## src/rtl/ex_mem_reg_pkg.sv

```systemverilog
// ex_mem_reg_pkg: shared pipeline defines (ALU op codes, trap causes, EX/MEM FSM states).
// Revision: 1.0
`default_nettype none

package ex_mem_reg_pkg;

  localparam logic [3:0] ALUOP_ADD  = 4'd0;
  localparam logic [3:0] ALUOP_SUB  = 4'd1;
  localparam logic [3:0] ALUOP_ADDU = 4'd2;
  localparam logic [3:0] ALUOP_SUBU = 4'd3;
  localparam logic [3:0] ALUOP_BEQ  = 4'd4;
  localparam logic [3:0] ALUOP_BNE  = 4'd5;

  localparam logic [4:0] EXC_OV = 5'd12;

  typedef enum logic {
    ST_RUN  = 1'b0,
    ST_TRAP = 1'b1
  } state_t;

endpackage

`default_nettype wire

```

## src/rtl/ex_mem_reg.sv

```systemverilog
// ex_mem_reg: EX/MEM pipeline register with branch resolution and precise overflow trap.
// Revision: 1.0
`default_nettype none

module ex_mem_reg
  import ex_mem_reg_pkg::*;
#(
  parameter int N     = 32,
  parameter int CNT_W = 8
) (
  input  logic             clk,
  input  logic             reset,
  input  logic             in_valid,
  output logic             in_ready,
  input  logic [N-1:0]     ex_pc,
  input  logic [N-1:0]     alu_out,
  input  logic             alu_zero,
  input  logic             alu_overflow,
  input  logic             ex_trap_ov,
  input  logic [N-1:0]     ex_rt_data,
  input  logic [4:0]       ex_rd,
  input  logic             ex_regwrite,
  input  logic             ex_memread,
  input  logic             ex_memwrite,
  input  logic             ex_branch,
  input  logic [N-1:0]     ex_branch_target,
  input  logic             mem_stall,
  input  logic             flush,
  input  logic             exc_ack,
  output logic             mem_valid,
  output logic [N-1:0]     mem_pc,
  output logic [N-1:0]     mem_alu_out,
  output logic [N-1:0]     mem_wdata,
  output logic [4:0]       mem_rd,
  output logic             mem_regwrite,
  output logic             mem_memread,
  output logic             mem_memwrite,
  output logic             branch_taken,
  output logic [N-1:0]     branch_pc,
  output logic             exc_valid,
  output logic [4:0]       exc_cause,
  output logic [N-1:0]     epc,
  output logic [CNT_W-1:0] ov_count
);

  state_t state, state_nxt;
  logic   accept, trap, load;

  assign in_ready  = ~mem_stall;
  assign accept    = in_valid & ~mem_stall & ~flush & (state == ST_RUN);
  assign trap      = accept & alu_overflow & ex_trap_ov;
  assign load      = accept & ~trap;
  assign exc_valid = (state == ST_TRAP);

  always_ff @(posedge clk or posedge reset) begin
    if (reset) state <= ST_RUN;
    else       state <= state_nxt;
  end

  // A flush leaves the FSM untouched, so an acknowledge arriving with it is not taken.
  always_comb begin
    state_nxt = state;
    case (state)
      ST_RUN:  if (trap) state_nxt = ST_TRAP;
      ST_TRAP: if (exc_ack && !flush) state_nxt = ST_RUN;
      default: state_nxt = ST_RUN;
    endcase
  end

  always_ff @(posedge clk or posedge reset) begin
    if (reset) begin
      mem_valid    <= 1'b0;
      mem_pc       <= '0;
      mem_alu_out  <= '0;
      mem_wdata    <= '0;
      mem_rd       <= '0;
      mem_regwrite <= 1'b0;
      mem_memread  <= 1'b0;
      mem_memwrite <= 1'b0;
      branch_taken <= 1'b0;
      branch_pc    <= '0;
      exc_cause    <= '0;
      epc          <= '0;
      ov_count     <= '0;
    end else begin
      branch_taken <= 1'b0;
      if (flush || (!mem_stall && !load)) begin
        mem_valid    <= 1'b0;
        mem_regwrite <= 1'b0;
        mem_memread  <= 1'b0;
        mem_memwrite <= 1'b0;
      end else if (load) begin
        mem_valid    <= 1'b1;
        mem_pc       <= ex_pc;
        mem_alu_out  <= alu_out;
        mem_wdata    <= ex_rt_data;
        mem_rd       <= ex_rd;
        mem_regwrite <= ex_regwrite;
        mem_memread  <= ex_memread;
        mem_memwrite <= ex_memwrite;
        branch_taken <= ex_branch & alu_zero;
        branch_pc    <= ex_branch_target;
      end
      if (trap) begin
        epc       <= ex_pc;
        exc_cause <= EXC_OV;
        if (ov_count != {CNT_W{1'b1}}) ov_count <= ov_count + CNT_W'(1);
      end
    end
  end

endmodule

`default_nettype wire

```

## config.mk

```make
export PLATFORM = sky130hd
export DESIGN_NAME = ex_mem_reg
export DESIGN_NICKNAME = d
export VERILOG_FILES = /design/src/rtl/ex_mem_reg_pkg.sv /design/src/rtl/ex_mem_reg.sv
export SDC_FILE = /design/constraint.sdc
export NUM_CORES = 1
export LEC_CHECK = 0
export CAP_MARGIN = 5
export CORE_ASPECT_RATIO = 0.6
export CORE_MARGIN = 2
export CORE_UTILIZATION = 37
export CTS_CLUSTER_SIZE = 40
export DETAILED_ROUTE_END_ITERATION = 8
export PLACE_DENSITY = 0.77
export SETUP_SLACK_MARGIN = 0.02
export SLEW_MARGIN = 25
export SYNTH_ARGS = -nofsm -noshare
export SYNTH_HDL_FRONTEND = slang
export SYNTH_SLANG_ARGS = --single-unit
```

## constraint.sdc

```tcl
create_clock -name clk -period 5.4 [get_ports clk]
set_clock_uncertainty 0.15 [all_clocks]
set_input_delay 0.81 -clock clk [delete_from_list [all_inputs] [get_ports clk]]
set_output_delay 0.81 -clock clk [all_outputs]
set_load 0.005 [all_outputs]
```

==> results_dict.tcl <==
set metrics [dict create \
    status "completed" \
    pin_count 331 \
    drv_cap 0 \
    yosys-top-cells-area "dfrtp_1, nand2_1, buf_2" \
    p_sw_share_pct 27.9 \
    seqPwrFrac_pct 44.1 \
    firstDrtPassIters 5 \
    cts_buffer_depth 2 \
    final_core_util_pct 60.4 \
    rows 38 \
    wl_mm 20.4 \
    cts_tree "built" \
    syn_area_sq_um 6870 \
    die_w_um 180 \
    dr_total_vias 6014 \
    place.gp.congestion 0.820 \
    fin_tns_setup_ns 0 \
    syn_inst 762 \
    cts_buffers 17 \
    grt_usage_pct 20.7 \
    leakage_uw 0.00536 \
    cts_sinks 180 \
    start_kind "input port" \
    cts_resized 0 \
    finalHoldViolCount 0 \
    rsz0062_at_grt "false" \
    drive_above_1_share_pct 4.23 \
    synthFlopType "dfrtp_1" \
    ant_nets 0 \
    period_needed_ns 3.21 \
    hpwlAfterDp_mm 14.2 \
    finalCritPeriodShare_pct 59.4 \
    endpoint_kind "flop" \
    synth_edf_count 0 \
    yosysMostFrequentCell "nand2_1" \
    layout_setup_ws_ns 2.19 \
    grt_first_pass_wirelength_mm 32.2 \
    synth_top_area_cell "dfrtp_1" \
    seq_area_frac_synth_pct 65.6 \
    syn_area_per_cell_sq_um 9.02 \
    yosysWarnings 0 \
    place.port_buffers 327 \
    grt_max_degree 181 \
    pre_cts_slack_ns 1.83 \
    drc 0 \
    synthTopCellsByCount "nand2_1, dfrtp_1, buf_2" \
    clk_latency_ns 0.41 \
    combPwrFrac_pct 25.0 \
    grt_pass1_vias 5852 \
    ys_types 28 \
    start_util_pct 37.9 \
    die_y_um 110 \
    worstPathMaxFanout 37 \
    antenna_found_initial 0 \
    arrival_ns 3.35 \
    fmax_ghz 0.312 \
    cts_setup_buffers 0 \
    setup_viol 0 \
    cts_hold_buf 0 \
    hp-class "flop to flop" \
    htreeDepth 4 \
    ys_ff_latch 180 \
    powerDensity_nw_per_um2 364 \
    dieArea_sq_um 19700 \
    clock-root-buffer "clkbuf_16" \
    ir_drop_mv 0.170 \
    hold_slack_ns 0.325 \
    power.internal_uw 2870 \
    timing_worst_setup_path_type "input port to flop" \
    avgViaCountPerCell 4.53 \
    cp_data_required_time_ns 5.55 \
    antenna_cells 0 \
    maxSlewHeadroom_pct 47.1 \
    clkPwrFrac_pct 30.9 \
    wl_per_cell_um 15.4 \
    drtIter0Drc 455 \
    overflow 0 \
    total_power_uw 3980 \
    slew_viol_final 0 \
    async_reset_ff_share_pct 100 \
    area_growth_pct 59.3 \
    path_clk_slew_ns 0.07 \
    worst-slew-pin-transition_ns 0.792 \
    p_switching_uw 1110 \
    coreArea_sq_um 18100 \
    fin_nets 1222 \
    synth_top_area_share_pct 65.6 \
]
[worst paths after layout]
check | start | end | slack (ns) | cells past startpoint
worst max-delay path | flush | ov_count[7]$_DFFE_PP0P_ | 2.19 | 5
worst min-delay path | branch_pc[11]$_DFFE_PP0P_ | branch_pc[11]$_DFFE_PP0P_ | 0.33 | 2
worst max register to register | exc_valid$_DFF_PP0_ | ov_count[7]$_DFFE_PP0P_ | 2.75 | 4
worst min register to register | branch_pc[11]$_DFFE_PP0P_ | branch_pc[11]$_DFFE_PP0P_ | 0.33 | 2
max in group asynchronous | reset | mem_alu_out[7]$_DFFE_PP0P_ | 3.53 | 4
min in group asynchronous | reset | mem_wdata[11]$_DFFE_PP0P_ | 0.71 | 3
[cell usage in the layout, fill, tap and decap left out, types with 2 or more instances in the layout]
cell             instances
nor2_1                   3
inv_8                    4
clkinvlp_4               2
clkdlybuf4s50_1        327
xor2_1                   3
inv_1                    4
clkbuf_8                 2
xnor2_1                  2
nand3_1                  3
clkbuf_16               17
clkinv_4                 3
nand4_1                  2
nand2_1                501
nor3_1                   3
dfrtp_1                180
conb_1                   3
inv_6                    4
buf_12                   2
buf_4                    2
a22o_1                   3
mux2_2                   2
[per-stage QoR]
| step | instance area, sq um | instances |
|---|---|---|
| CTS | 10900 | 1327 |
| finish | 10900 | 1328 |
| global route | 10900 | 1328 |
| detailed placement | 10300 | 1295 |
| floorplan | 6880 | 764 |
| global placement | 10300 | 1295 |
[area by class of cell]
type                    instances  area, sq um
multi-input cells             539         2180
fillers                      1567         7170
clock buffers                  19          453
inverters                       5         22.5
well taps                     240          300
clock inverters                13          130
repair buffers                332         3360
flip-flops and latches        180         4500
[routing by layer]
metal	routed length (um)	vias to the layer above	global-route usage (%)	share of wire, %
met5	0	-	0	0
met4	93	0	3.89	0.46
met3	1840	9	7.85	9.0
met2	9420	201	32.7	46
met1	9090	2877	27.8	44
li1	-	2927	-	-
[power groups by stage]
stage / combinational [uW] / clock [uW] / sequential, uW
finish: 995 / 1230 / 1760
global route: 1090 / 1320 / 1790
CTS: 1010 / 1270 / 1760
detailed placement: 1010 / 0 / 1780
global placement: 985 / 0 / 1770
floorplan: 250 / 0 / 1790
[state kept, by name (all words and copies together) (netlist names)]
signal / count
ov_count: 8
exc_cause: 1
epc: 32
branch_taken: 1
mem_alu_out: 32
mem_rd: 5
branch_pc: 32
mem_memread: 1
mem_memwrite: 1
mem_pc: 32
mem_wdata: 32
mem_regwrite: 1
exc_valid: 1
mem_valid: 1
[logic make-up (layout without fill, tap and decap cells)]
family | after synthesis | in the layout | synth area share, %
xor+xnor | 5 | 5 | 0.638
other cells | 1 | 3 | 0.0546
buf+inv | 45 | 369 | 3.13
flops | 180 | 180 | 65.6
compound gates | 8 | 8 | 0.856
simple gates | 520 | 520 | 29.2
fa+ha+maj | 1 | 1 | 0.182
mux | 2 | 2 | 0.328
[critical path: stages]
cell	delay [ns]
clkdlybuf4s50_1	0.52
nor4b_4	0.54
nand3_2	0.71
nor3_1	0.40
mux2_2	0.36
Note: power is estimated with default switching activity, not from simulation.
